===== src/rtl/sad_window_accumulator_pkg.sv =====
// Shared depth-map pipeline constants and width helpers for the SAD and
// winner-take-all stages.
package sad_window_accumulator_pkg;

    localparam int unsigned window_size_default = 5;
    localparam int unsigned num_bits_default    = 8;

    // Widest column sum: window_size lanes of all-ones.
    function automatic int unsigned col_width(int unsigned ws, int unsigned nb);
        return nb + int'($clog2(ws));
    endfunction

    // Widest window sum: window_size^2 lanes of all-ones.
    function automatic int unsigned sad_width(int unsigned ws, int unsigned nb);
        return nb + int'($clog2(ws * ws));
    endfunction

endpackage


===== src/rtl/sad_window_accumulator_if.sv =====
// Column stream in, SAD stream out, between the absolute-difference stage
// and the winner-take-all selector.
interface sad_window_accumulator_if
    import sad_window_accumulator_pkg::*;
#(
    parameter int unsigned window_size = window_size_default,
    parameter int unsigned num_bits    = num_bits_default,
    parameter int unsigned sad_bits    = sad_width(window_size, num_bits)
);

    logic                            in_valid;
    logic                            line_start;
    logic [num_bits*window_size-1:0] abs_diff;
    logic [sad_bits-1:0]             sad_out;
    logic                            sad_valid;

    modport master (
        output in_valid, line_start, abs_diff,
        input  sad_out, sad_valid
    );

    modport slave (
        input  in_valid, line_start, abs_diff,
        output sad_out, sad_valid
    );

endinterface


===== src/rtl/sad_window_accumulator_column_sum.sv =====
// Stage 1: registered sum of one window column, with valid and line_start
// carried alongside.
module sad_window_accumulator_column_sum
    import sad_window_accumulator_pkg::*;
#(
    parameter int unsigned window_size = window_size_default,
    parameter int unsigned num_bits    = num_bits_default,
    parameter int unsigned col_bits    = col_width(window_size, num_bits)
) (
    input  logic                            clock,
    input  logic                            reset_n,
    input  logic                            in_valid,
    input  logic                            line_start,
    input  logic [num_bits*window_size-1:0] abs_diff,
    output logic [col_bits-1:0]             col_sum,
    output logic                            col_valid,
    output logic                            col_line_start
);

    logic [col_bits-1:0] lane_total;

    always_comb begin
        lane_total = '0;
        for (int unsigned i = 0; i < window_size; i++) begin
            lane_total = lane_total + col_bits'(abs_diff[num_bits*i +: num_bits]);
        end
    end

    always_ff @(posedge clock) begin
        if (!reset_n) begin
            col_sum        <= '0;
            col_valid      <= 1'b0;
            col_line_start <= 1'b0;
        end else begin
            col_valid <= in_valid;
            if (in_valid) begin
                col_sum        <= lane_total;
                col_line_start <= line_start;
            end
        end
    end

endmodule


===== src/rtl/sad_window_accumulator.sv =====
// Sliding-window SAD: sums each incoming column, then keeps a running sum
// over the last window_size columns of the current image line.
module sad_window_accumulator
    import sad_window_accumulator_pkg::*;
#(
    parameter int unsigned window_size = window_size_default,
    parameter int unsigned num_bits    = num_bits_default,
    parameter int unsigned col_bits    = col_width(window_size, num_bits),
    parameter int unsigned sad_bits    = sad_width(window_size, num_bits)
) (
    input  logic                     clock,
    input  logic                     reset_n,
    sad_window_accumulator_if.slave  bus
);

    localparam int unsigned fill_bits = $clog2(window_size + 1);

    logic [col_bits-1:0]  col_sum;
    logic                 col_valid;
    logic                 col_line_start;

    logic [col_bits-1:0]  history [window_size];
    logic [col_bits-1:0]  oldest;
    logic [sad_bits-1:0]  run_sum;
    logic [sad_bits-1:0]  next_sum;
    logic [fill_bits-1:0] fill;
    logic [fill_bits-1:0] next_fill;
    logic                 valid_q;

    sad_window_accumulator_column_sum #(
        .window_size (window_size),
        .num_bits    (num_bits),
        .col_bits    (col_bits)
    ) u_column_sum (
        .clock          (clock),
        .reset_n        (reset_n),
        .in_valid       (bus.in_valid),
        .line_start     (bus.line_start),
        .abs_diff       (bus.abs_diff),
        .col_sum        (col_sum),
        .col_valid      (col_valid),
        .col_line_start (col_line_start)
    );

    assign oldest = history[window_size-1];

    always_comb begin
        next_sum  = run_sum;
        next_fill = fill;
        if (col_line_start) begin
            next_sum  = sad_bits'(col_sum);
            next_fill = fill_bits'(1);
        end else begin
            // oldest is always part of run_sum, so this cannot underflow
            next_sum  = run_sum + sad_bits'(col_sum) - sad_bits'(oldest);
            next_fill = (fill == fill_bits'(window_size)) ? fill : fill + 1'b1;
        end
    end

    always_ff @(posedge clock) begin
        if (!reset_n) begin
            run_sum <= '0;
            fill    <= '0;
            valid_q <= 1'b0;
            for (int unsigned i = 0; i < window_size; i++) begin
                history[i] <= '0;
            end
        end else if (col_valid) begin
            run_sum    <= next_sum;
            fill       <= next_fill;
            valid_q    <= (next_fill == fill_bits'(window_size));
            history[0] <= col_sum;
            for (int unsigned i = 1; i < window_size; i++) begin
                history[i] <= col_line_start ? '0 : history[i-1];
            end
        end else begin
            valid_q <= 1'b0;
        end
    end

    // sad_out updates and holds exactly like the running sum, so share it
    assign bus.sad_out   = run_sum;
    assign bus.sad_valid = valid_q;

endmodule


===== src/flat_wrapper.sv =====
// flat-port wrapper written by rule: the top's interface ports become plain ports
module sad_window_accumulator_flat import sad_window_accumulator_pkg::*;
#(
    parameter int unsigned window_size = window_size_default,
    parameter int unsigned num_bits    = num_bits_default,
    parameter int unsigned col_bits    = col_width(window_size, num_bits),
    parameter int unsigned sad_bits    = sad_width(window_size, num_bits)
)
  (clock, reset_n, bus_in_valid, bus_line_start, bus_abs_diff, bus_sad_out, bus_sad_valid);
  sad_window_accumulator_if #(.window_size(window_size), .num_bits(num_bits), .sad_bits(sad_bits)) bus_i ();
  input  logic clock;
  input  logic reset_n;
  input wire logic [$bits(bus_i.in_valid)-1:0] bus_in_valid;
  input wire logic [$bits(bus_i.line_start)-1:0] bus_line_start;
  input wire logic [$bits(bus_i.abs_diff)-1:0] bus_abs_diff;
  output wire logic [$bits(bus_i.sad_out)-1:0] bus_sad_out;
  output wire logic [$bits(bus_i.sad_valid)-1:0] bus_sad_valid;
  assign bus_i.in_valid = bus_in_valid;
  assign bus_i.line_start = bus_line_start;
  assign bus_i.abs_diff = bus_abs_diff;
  assign bus_sad_out = bus_i.sad_out;
  assign bus_sad_valid = bus_i.sad_valid;
  sad_window_accumulator #(.window_size(window_size), .num_bits(num_bits), .col_bits(col_bits), .sad_bits(sad_bits)) u_core (.clock(clock), .reset_n(reset_n), .bus(bus_i));
endmodule

===== config.mk =====
export PLATFORM = sky130hd
export DESIGN_NAME = sad_window_accumulator_flat
export DESIGN_NICKNAME = d
export VERILOG_FILES = /design/src/rtl/sad_window_accumulator_pkg.sv /design/src/rtl/sad_window_accumulator_if.sv /design/src/rtl/sad_window_accumulator_column_sum.sv /design/src/rtl/sad_window_accumulator.sv /design/src/flat_wrapper.sv
export SDC_FILE = /design/constraint.sdc
export NUM_CORES = 1
export LEC_CHECK = 0
export ABC_AREA = 0
export CAP_MARGIN = 20
export CORE_MARGIN = 2
export CORE_UTILIZATION = 50
export DETAILED_ROUTE_END_ITERATION = 7
export PLACE_DENSITY = 0.72
export SYNTH_ARGS = -nofsm -noshare
export SYNTH_HDL_FRONTEND = slang
export SYNTH_HIERARCHICAL = 1
export SYNTH_SLANG_ARGS = --single-unit

===== constraint.sdc =====
create_clock -name clock -period 8.6 [get_ports clock]
set_input_delay 1.29 -clock clock [delete_from_list [all_inputs] [get_ports clock]]
set_output_delay 1.29 -clock clock [all_outputs]
set_load 0.01 [all_outputs]

==> run_results.csv, run 1 <==
group,metric,value,unit
timing,setup-violations-final,0,
grt,groute.usage.overall,19.4,%
worst_setup_path,cp.arrival,4.94,ns
worst_setup_path,cp_num_buf_inv,3,
grt,grt_overflow,0,
grt,grt_start_max_net_pins,80,
placed_design,numPortBuffers,57,
floorplan,initial_cell_density_of_the_core,51.6,%
synth,leading_register_cell_type_out_of_synthesis,"sky130_fd_sc_hd__edfxtp_1",
timing,grt_setup_unrepaired,"false",
synth,number_of_storage_elements_in_the_synthesis_netlist,85,
timing,timing_hold_violations_final,0,
synth,post_synth_num_cell_types,66,
clock_tree,cts_tree,"built",
power_and_ir_drop,power.net_switching,0.597,mW
power_and_ir_drop,seq_power_share,33.8,%
worst_setup_path,path_cells,"clkdlybuf4s50_1 -> ha_1 -> inv_1 -> fa_1 -> nor2b_1 -> o21ai_1 -> a21oi_1 -> o21ai_0 -> a21o_1 -> fa_1 -> inv_1 -> ha_1 -> o21ai_0 -> or2b_2 -> o211a_1 -> o2111ai_1 -> o311ai_1",
timing,fin_tns_setup,0,ns
worst_setup_path,end_kind,"flop",
cells_and_area,finalCoreUtilization,59.9,%
power_and_ir_drop,ir_drop,132,uV
power_and_ir_drop,powerDensity,248,nW/um2
power_and_ir_drop,power_frac_comb,48.1,%
clock_tree,level_count_of_the_clock_h_tree,3,
clock_tree,postCtsHoldBufs,0,
worst_setup_path,max_stage_delay,0.48,ns
placed_design,finalWeightedCongestion,0.872,
timing,worst_pin_slew,0.865,ns
synth,synthesis.area,5330,um2
route,dr_total_vias,3790,
route,wl,10400,um
power_and_ir_drop,clockPowerShare,18.0,%
route,ant_nets,0,
timing,max_slew_margin,42.3,%
worst_setup_path,cp_data_required_time,8.84,ns
clock_tree,cts_bufs_inserted,9,
route,first_pass_iters,4,
placed_design,hpwlAfterDp,7450,um
worst_setup_path,cpMaxStageDelayCell,"sky130_fd_sc_hd__fa_1",
synth,synth_seq_area_share,42.3,%
clock_tree,postCtsResizedCells,0,
route,detail_route.vias_per_cell,5.41,
timing,post-route-period-util,54.7,%
route,routedWlPerCell,14.9,um
floorplan,num_rows,37,
timing,timing.final.crit_period,4.70,ns
clock_tree,clock_sinks,85,
synth,async_flop_share,0,%
clock_tree,clk_pin_slew,0.09,ns
route,drt_drc_violations_left,0,
timing,clock.fmax,0.213,GHz
timing,slew_violations,0,
run_status,outcome,"completed",
cells_and_area,final_layout_size_suffix_gt1_share,6.90,%
power_and_ir_drop,p_leak,2.80,nW
clock_tree,clock_tree.root_cell,"sky130_fd_sc_hd__clkbuf_8",
floorplan,die_width,107,um
cells_and_area,most-common-layout-cells,"87 x sky130_fd_sc_hd__inv_1, 56 x sky130_fd_sc_hd__clkdlybuf4s50_1, 55 x sky130_fd_sc_hd__edfxtp_1, 45 x sky130_fd_sc_hd__and3_1, 33 x sky130_fd_sc_hd__ha_1",
worst_setup_path,worstSetupPathType,"in2reg",
cells_and_area,antenna_cells_inserted,0,
grt,initial_antenna_violation_count,0,
synth,mappedNetlistNets,614,
synth,number_of_instances_in_the_synthesized_netlist,509,
floorplan,core_region_area,10300,um2
worst_setup_path,cp-start-kind,"primary input",
worst_setup_path,critical-path-top-delay-family,"adder cells",
grt,via_count_of_the_first_global_routing_pass,3743,
clock_tree,postCtsSetupRepairBufs,0,
synth,synth_enable_flop_cells,55,
worst_setup_path,timing.critical_path.fanout_max,5,
clock_tree,insertion_delay,0.36,ns
power_and_ir_drop,power_switching_share,38.8,%
route,drt_iter0_markers,221,
grt,wire_length_of_the_first_global_routing_pass,17700,um
floorplan,ios,58,
synth,syn_area_per_cell,10.5,um2
clock_tree,cts_max_path_buffers,2,
cells_and_area,design.final.nets,665,
floorplan,die_outline_height,107,um
cells_and_area,fillerInstances,874,
cells_and_area,area_growth,16.2,%
synth,synthesis.yosys.warnings,6,
flow_run,cap_violations,0,
cells_and_area,most_common_cell_after_layout_fill_and_taps_aside,"sky130_fd_sc_hd__inv_1",
floorplan,design.die.area,11500,um2
timing,clock_skew_after_layout,0.0160,ns
power_and_ir_drop,internal,0.941,mW
min_path,timing.hold.worst.class,"reg2reg",
[synth_stat cells (all sizes together) (2+ instances only)]
master | n | share of area (%)
and2b | 2 | 0.33
nand4 | 5 | 0.59
nand3b | 2 | 0.28
or2 | 2 | 0.24
a22o | 2 | 0.33
ha | 33 | 7.8
nand2 | 20 | 1.4
buf | 6 | 0.89
nand2b | 2 | 0.28
a21oi | 17 | 1.7
o211a | 7 | 1.3
inv | 87 | 6.1
a311oi | 2 | 0.33
fa | 28 | 11
and2 | 3 | 0.40
edfxtp | 55 | 31
nor2b | 11 | 1.4
o21a | 5 | 0.70
nor3 | 8 | 0.75
o211ai | 3 | 0.42
o21ai | 22 | 2.1
nand3 | 9 | 0.85
xor2 | 9 | 1.5
o311ai | 4 | 0.66
and4b | 2 | 0.40
nor2 | 21 | 1.5
dfxtp | 30 | 11
a31oi | 5 | 0.59
and3 | 46 | 5.5
o221ai | 3 | 0.73
mux2i | 9 | 1.7
clkbuf | 15 | 1.1
a21o | 10 | 1.4
xnor2 | 2 | 0.33
a211oi | 7 | 1.2
[metal layers]
metal | share of wire (%) | track usage [%]
met1 | 48 | 27.1
met2 | 48 | 31.3
met3 | 3.6 | 2.74
met4 | 1.2 | 6.40
met5 | 0 | 0
[flip-flops by register name, indices dropped and copies added, names as in the netlist]
| name | count |
|---|---|
| u_core/history | 55 |
| u_core/bus.sad_out | 13 |
| u_core/bus.sad_valid | 1 |
| u_core/fill | 3 |
| u_core/u_column_sum/col_sum | 11 |
| u_core/u_column_sum/col_line_start | 1 |
| u_core/u_column_sum/col_valid | 1 |
[area by class of cell]
| cell class | count | area (um2) | area share (%) |
|---|---|---|---|
| sequential | 85 | 2250 | 36.4 |
| tap | 136 | 170 | 2.75 |
| clock buffer | 9 | 124 | 2.00 |
| clock inverter | 7 | 75.1 | 1.21 |
| multi-input combinational | 315 | 2640 | 42.7 |
| timing repair buffer | 61 | 596 | 9.62 |
| inverter | 88 | 330 | 5.34 |
[kinds of logic after synthesis]
| logic type | synth area share, % |
|---|---|
| AND/OR/NAND/NOR | 14.6 |
| buffers and inverters | 8.15 |
| AO/OA/AOI/OAI | 13.0 |
| flip-flops | 42.3 |
| adder cells (fa/ha/maj) | 18.3 |
| XOR/XNOR | 1.81 |
| multiplexers | 1.90 |
[power by group through the flow]
stage	clock network, mW	logic [mW]	registers [mW]
3_5_place_dp	0	0.734	0.530
3_3_place_gp	0	0.717	0.528
4_1_cts	0.288	0.739	0.520
6_report	0.277	0.740	0.520
5_1_grt	0.303	0.837	0.526
2_1_floorplan	0	0.573	0.519
[metrics by stage]
stage                     total power, mW  instances  worst slack, ns  area, um2  hold WS (ns)
after detailed placement             1.26        685             3.56       5990         0.493
after global placement               1.25        685             3.64       5990         0.493
after floorplan                      1.09        509             4.29       5330         0.475
final                                1.54        701             3.90       6190         0.510
after CTS                            1.55        701             3.93       6190         0.513
after global routing                 1.67        701             3.57       6190         0.545
[path summary, 6_finish.rpt]
kind / from / to / slack, ns / depth (start not counted)
setup reg to reg: u_core/u_column_sum/col_sum[7] / u_core/bus.sad_out[12] / 5.83 / 10
hold reg to reg: u_core/u_column_sum/col_sum[2] / u_core/u_column_sum/col_sum[2] / 0.51 / 1
hold / removal: u_core/u_column_sum/col_sum[2] / u_core/u_column_sum/col_sum[2] / 0.51 / 1
setup / recovery: bus_abs_diff[8] / u_core/u_column_sum/col_sum[9] / 3.90 / 17
No activity file was read; power rests on OpenSTA's default activity.
==> run 2: changes to the inputs <==
--- a/config.mk
+++ b/config.mk
@@ -10,7 +10,7 @@
 export CORE_MARGIN = 2
 export CORE_UTILIZATION = 50
 export DETAILED_ROUTE_END_ITERATION = 7
-export PLACE_DENSITY = 0.72
+export PLACE_DENSITY = 0.75
 export SYNTH_ARGS = -nofsm -noshare
 export SYNTH_HDL_FRONTEND = slang
 export SYNTH_HIERARCHICAL = 1
==> constraint.sdc (replaced) <==
create_clock -name clock -period 4.3 [get_ports clock]
set_input_delay 0.645 -clock clock [delete_from_list [all_inputs] [get_ports clock]]
set_output_delay 0.645 -clock clock [all_outputs]
set_load 0.01 [all_outputs]
==> run 2 against run 1 <==
Combinational power grew 110%. Critical path type unchanged. Worst setup slack lost 3.6 ns. First-iteration DRC count shrank 4.5%. Die area is the same. Flip-flop and latch count is the same.
==> run_results.csv, run 2 (same netlist as run 1, synthesis figures left out) <==
group,metric,value,unit
cells_and_area,antenna_cells_inserted,0,
min_path,min_delay_path_depth,2,
worst_setup_path,worstSetupPathType,"in2reg",
floorplan,design.die.area,11500,um2
clock_tree,postCtsHoldBufs,0,
clock_tree,cts_tree,"built",
placed_design,numPortBuffers,57,
cells_and_area,stdcell_area,6260,um2
worst_setup_path,worst_r2r_endpoint,"u_core/bus.sad_out[10]",
route,first_pass_iters,4,
cells_and_area,final_layout_size_suffix_gt1_share,7.53,%
route,ant_nets,0,
clock_tree,insertion_delay,0.36,ns
floorplan,num_rows,37,
worst_setup_path,reg2reg_depth,10,
timing,timing_hold_violations_final,0,
grt,via_count_of_the_first_global_routing_pass,3897,
run_status,outcome,"completed",
worst_setup_path,max_stage_delay,0.47,ns
floorplan,die_width,107,um
worst_setup_path,origin_of_the_critical_flop_to_flop_path,"u_core/bus.sad_out[1]",
timing,worst_pin_slew,0.841,ns
worst_setup_path,timing.critical_path.fanout_max,3,
floorplan,core_region_area,10300,um2
cells_and_area,area_growth,17.6,%
worst_setup_path,path_cells,"clkdlybuf4s50_1 -> ha_1 -> inv_1 -> fa_1 -> nor2b_1 -> o21ai_1 -> a21oi_1 -> o21ai_0 -> a21o_1 -> fa_1 -> inv_1 -> ha_1 -> o21ai_0 -> or2b_2 -> o211a_1 -> o2111ai_1 -> o311ai_1",
grt,wire_length_of_the_first_global_routing_pass,18200,um
timing,slew_violations,0,
power_and_ir_drop,ir_drop,264,uV
floorplan,ios,58,
min_path,timing.hold.worst.class,"reg2reg",
cells_and_area,most-common-layout-cells,"87 x sky130_fd_sc_hd__inv_1, 56 x sky130_fd_sc_hd__clkdlybuf4s50_1, 55 x sky130_fd_sc_hd__edfxtp_1, 45 x sky130_fd_sc_hd__and3_1, 33 x sky130_fd_sc_hd__ha_1",
power_and_ir_drop,p_leak,2.84,nW
clock_tree,clock_sinks,85,
route,drt_iter0_markers,211,
flow_run,cap_violations,0,
grt,initial_antenna_violation_count,0,
floorplan,die_outline_height,107,um
timing,setup-violations-final,0,
cells_and_area,fillerInstances,854,
placed_design,hpwlAfterDp,8060,um
cells_and_area,max_flop_register,"u_core/history",
placed_design,postPlaceCellArea,6050,um2
worst_setup_path,cp-start-kind,"primary input",
timing,fin_tns_setup,0,ns
clock_tree,postCtsResizedCells,0,
clock_tree,clk_pin_slew,0.08,ns
cells_and_area,most_common_cell_after_layout_fill_and_taps_aside,"sky130_fd_sc_hd__inv_1",
clock_tree,cts_max_path_buffers,2,
grt,groute.usage.overall,20.2,%
clock_tree,level_count_of_the_clock_h_tree,3,
floorplan,initial_cell_density_of_the_core,51.6,%
clock_tree,postCtsSetupRepairBufs,0,
worst_setup_path,timing.reg2reg.setup_slack,1.59,ns
power_and_ir_drop,powerDensity,507,nW/um2
timing,timing.final.crit_period,3.96,ns
timing,max_slew_margin,43.8,%
worst_setup_path,end_kind,"flop",
cells_and_area,largest_reg_flops,55,
clock_tree,cts_bufs_inserted,9,
route,dr_total_vias,3886,
worst_setup_path,cpMaxStageDelayCell,"sky130_fd_sc_hd__clkdlybuf4s50_1",
route,drt_drc_violations_left,0,
timing,clock.fmax,0.253,GHz
placed_design,finalWeightedCongestion,0.891,
grt,grt_overflow,0,
cells_and_area,design.final.nets,671,
timing,post-route-period-util,92.0,%
route,wl,10900,um
timing,clock_skew_after_layout,0.0133,ns
worst_setup_path,cp.arrival,4.20,ns
grt,grt_start_max_net_pins,46,
route,detail_route.vias_per_cell,5.50,
min_path,hold_path_startpoint,"u_core/bus.sad_out[12]",
timing,grt_setup_unrepaired,"false",
worst_setup_path,cp_data_required_time,4.54,ns
route,routedWlPerCell,15.5,um
min_path,whs_endpoint,"u_core/bus.sad_out[12]",
clock_tree,clock_tree.root_cell,"sky130_fd_sc_hd__clkbuf_8",
-- run 2: critical path, delay by kind of cell --
kind	cells	cell delay [ns]
buffers and inverters	3	0.57
AND/OR/NAND/NOR	2	0.46
AO/OA/AOI/OAI	8	1.14
adder cells (fa/ha/maj)	4	1.37
-- run 2: where the power goes --
part	switching, mW	internal (mW)	leakage (nW)
Combinational	0.815	0.703	1.90
Clock	0.291	0.330	0.100
Sequential	0.0717	0.964	0.835
-- run 2: through the flow --
stage | std cells | util (%) | total power, mW | hold slack [ns] | setup WS, ns
5_1_grt | 707 | 60.7 | 3.41 | 0.541 | 0.0126
6_report | 707 | 60.7 | 3.17 | 0.519 | 0.342
4_1_cts | 707 | 60.7 | 3.19 | 0.524 | 0.344
2_1_floorplan | 509 | - | 2.18 | 0.475 | 0.640
3_3_place_gp | 691 | 58.6 | 2.51 | 0.492 | 0.0556
3_5_place_dp | 691 | 58.6 | 2.56 | 0.493 | -0.0449
-- run 2: how the worst max path moves through the flow --
stage / from / to / slack (ns)
6_report: bus_abs_diff[8] / u_core/u_column_sum/col_sum[9] / 0.34
4_1_cts: bus_abs_diff[8] / u_core/u_column_sum/col_sum[9] / 0.34
3_5_place_dp: bus_abs_diff[8] / u_core/u_column_sum/col_sum[9] / -0.04
3_3_place_gp: bus_abs_diff[0] / u_core/u_column_sum/col_sum[9] / 0.06
5_1_grt: bus_abs_diff[8] / u_core/u_column_sum/col_sum[9] / 0.01
2_1_floorplan: bus_abs_diff[0] / u_core/u_column_sum/col_sum[9] / 0.64
-- run 2: metal layers --
metal / wire length [um] / vias to the layer above / track usage [%]
li1: - / 1881 / -
met1: 4860 / 1908 / 26.3
met2: 5400 / 85 / 34.5
met3: 517 / 12 / 3.28
met4: 161 / 0 / 6.49
met5: 0 / - / 0
-- run 2: final cells by class --
type / instances / area, um2 / area share (%)
clock inverters: 5 / 83.8 / 1.34
inverters: 88 / 330 / 5.27
well taps: 136 / 170 / 2.72
flip-flops and latches: 85 / 2250 / 36.0
multi-input cells: 315 / 2640 / 42.2
repair buffers: 67 / 653 / 10.4
clock buffers: 11 / 131 / 2.10
==> run 3: changes to the inputs <==
--- a/config.mk
+++ b/config.mk
@@ -10,6 +10,7 @@
 export CORE_MARGIN = 2
 export CORE_UTILIZATION = 50
 export DETAILED_ROUTE_END_ITERATION = 7
+export MAX_ROUTING_LAYER = met4
 export PLACE_DENSITY = 0.75
 export SYNTH_ARGS = -nofsm -noshare
 export SYNTH_HDL_FRONTEND = slang
==> run 3 against run 2 <==
Critical path depth stayed put. Core utilization is 0.58 points lower. Highest routed layer unchanged. Final cell count down 0.14%. Largest cell class unchanged. Sequential power about the same. Combinational power about the same.
==> run_results.csv, run 3 (same netlist as run 1, synthesis figures left out) <==
group,metric,value,unit
clock_tree,postCtsResizedCells,0,
run_status,outcome,"completed",
grt,initial_antenna_violation_count,0,
clock_tree,cts_tree,"built",
floorplan,die_outline_height,107,um
cells_and_area,largest_reg_flops,55,
worst_setup_path,reg2reg_depth,10,
worst_setup_path,max_stage_delay,0.47,ns
grt,wire_length_of_the_first_global_routing_pass,17700,um
route,drt_drc_violations_left,0,
floorplan,design.die.area,11500,um2
timing,max_slew_margin,44.7,%
route,first_pass_iters,4,
min_path,min_delay_path_depth,1,
placed_design,numPortBuffers,57,
timing,setup-violations-final,0,
timing,clock_skew_after_layout,0.0122,ns
clock_tree,level_count_of_the_clock_h_tree,3,
worst_setup_path,cp_data_required_time,4.53,ns
worst_setup_path,cp.arrival,4.21,ns
timing,worst_pin_slew,0.828,ns
route,detail_route.vias_per_cell,5.45,
clock_tree,postCtsHoldBufs,0,
flow_run,cap_violations,0,
min_path,timing.hold.worst.class,"reg2reg",
cells_and_area,area_growth,16.5,%
worst_setup_path,timing.critical_path.fanout_max,3,
cells_and_area,finalCoreUtilization,60.1,%
clock_tree,clk_pin_slew,0.09,ns
clock_tree,clock_tree.root_cell,"sky130_fd_sc_hd__clkbuf_8",
route,ant_nets,0,
power_and_ir_drop,ir_drop,213,uV
timing,timing_hold_violations_final,0,
timing,post-route-period-util,92.6,%
placed_design,postPlaceCellArea,6030,um2
placed_design,hpwlAfterDp,7820,um
route,dr_total_vias,3846,
cells_and_area,max_flop_register,"u_core/history",
cells_and_area,most-common-layout-cells,"87 x sky130_fd_sc_hd__inv_1, 56 x sky130_fd_sc_hd__clkdlybuf4s50_1, 55 x sky130_fd_sc_hd__edfxtp_1, 45 x sky130_fd_sc_hd__and3_1, 33 x sky130_fd_sc_hd__ha_1",
route,routedWlPerCell,14.8,um
worst_setup_path,cpMaxStageDelayCell,"sky130_fd_sc_hd__fa_1",
worst_setup_path,cp_num_buf_inv,3,
worst_setup_path,worstSetupPathType,"in2reg",
floorplan,ios,58,
floorplan,initial_cell_density_of_the_core,51.6,%
power_and_ir_drop,p_leak,2.82,nW
timing,grt_setup_unrepaired,"false",
floorplan,num_rows,37,
clock_tree,cts_max_path_buffers,2,
min_path,hold_path_startpoint,"u_core/u_column_sum/col_sum[2]",
timing,clock.fmax,0.251,GHz
floorplan,core_region_area,10300,um2
worst_setup_path,worst_r2r_endpoint,"u_core/bus.sad_out[10]",
grt,grt_start_max_net_pins,76,
cells_and_area,design.final.nets,670,
grt,grt_overflow,0,
placed_design,finalWeightedCongestion,0.887,
worst_setup_path,timing.reg2reg.setup_slack,1.55,ns
worst_setup_path,cp-start-kind,"primary input",
worst_setup_path,path_cells,"clkdlybuf4s50_1 -> ha_1 -> inv_1 -> fa_1 -> nor2b_1 -> o21ai_1 -> a21oi_1 -> o21ai_0 -> a21o_1 -> fa_1 -> inv_1 -> ha_1 -> o21ai_0 -> or2b_2 -> o211a_1 -> o2111ai_1 -> o311ai_1",
route,drt_iter0_markers,226,
timing,slew_violations,0,
cells_and_area,stdcell_area,6200,um2
cells_and_area,most_common_cell_after_layout_fill_and_taps_aside,"sky130_fd_sc_hd__inv_1",
clock_tree,insertion_delay,0.35,ns
clock_tree,postCtsSetupRepairBufs,0,
cells_and_area,antenna_cells_inserted,0,
power_and_ir_drop,powerDensity,490,nW/um2
grt,groute.usage.overall,20.2,%
timing,timing.final.crit_period,3.98,ns
grt,via_count_of_the_first_global_routing_pass,3682,
cells_and_area,final_layout_size_suffix_gt1_share,7.37,%
min_path,whs_endpoint,"u_core/u_column_sum/col_sum[2]",
worst_setup_path,origin_of_the_critical_flop_to_flop_path,"u_core/bus.sad_out[1]",
worst_setup_path,end_kind,"flop",
clock_tree,cts_bufs_inserted,9,
floorplan,die_width,107,um
worst_setup_path,critical-path-top-delay-family,"adder cells",
clock_tree,clock_sinks,85,
route,wl,10500,um
## run 3: report_power, final
part	switching [mW]	internal [mW]
clock	0.288	0.214
combinational	0.800	0.698
sequential	0.0721	0.965
## run 3: worst reg2reg max path, cell delays in order, from the launching register on
cell and delay (ns):
sky130_fd_sc_hd__dfxtp_1 0.37, sky130_fd_sc_hd__inv_1 0.08, sky130_fd_sc_hd__fa_1 0.54, sky130_fd_sc_hd__inv_1 0.07
sky130_fd_sc_hd__fa_1 0.50, sky130_fd_sc_hd__a211oi_2 0.24, sky130_fd_sc_hd__o21ai_1 0.16, sky130_fd_sc_hd__and2b_4 0.20
sky130_fd_sc_hd__a211oi_2 0.24, sky130_fd_sc_hd__xor2_1 0.16, sky130_fd_sc_hd__o21ai_1 0.07
## run 3: worst max-delay path by stage
| stage | from | end | slack (ns) | depth (start not counted) |
|---|---|---|---|---|
| after floorplan | bus_abs_diff[0] | u_core/u_column_sum/col_sum[9] | 0.64 | 16 |
| after global placement | bus_abs_diff[0] | u_core/u_column_sum/col_sum[9] | 0.05 | 17 |
| after detailed placement | bus_abs_diff[8] | u_core/u_column_sum/col_sum[9] | -0.05 | 17 |
| after CTS | bus_abs_diff[8] | u_core/u_column_sum/col_sum[9] | 0.34 | 17 |
| after global routing | bus_abs_diff[8] | u_core/u_column_sum/col_sum[9] | 0.05 | 17 |
| final | bus_abs_diff[8] | u_core/u_column_sum/col_sum[9] | 0.32 | 17 |
## run 3: per-layer routing
metal / up-vias / wire length [um] / track usage, %
li1: 1877 / - / -
met4: 0 / 84 / 4.73
met5: - / 0 / -
met2: 82 / 5130 / 31.9
met3: 4 / 549 / 3.53
met1: 1883 / 4710 / 27.4
## run 3: final cells by class
type,count,area (um2)
tap,136,170
clock inverter,6,47.5
timing repair buffer,66,633
fill,851,4120
clock buffer,10,128
multi-input combinational,315,2640
inverter,88,330
sequential,85,2250
## run 3: stage by stage
step	setup slack (ns)	power (mW)	std cells	setup TNS, ns	hold WS (ns)
after floorplan	0.640	2.18	509	0	0.475
after global placement	0.0547	2.51	690	0	0.492
after detailed placement	-0.0480	2.55	690	-0.0480	0.491
after CTS	0.339	3.06	706	0	0.510
after global routing	0.0480	3.28	706	0	0.550
final	0.320	3.04	706	0	0.508
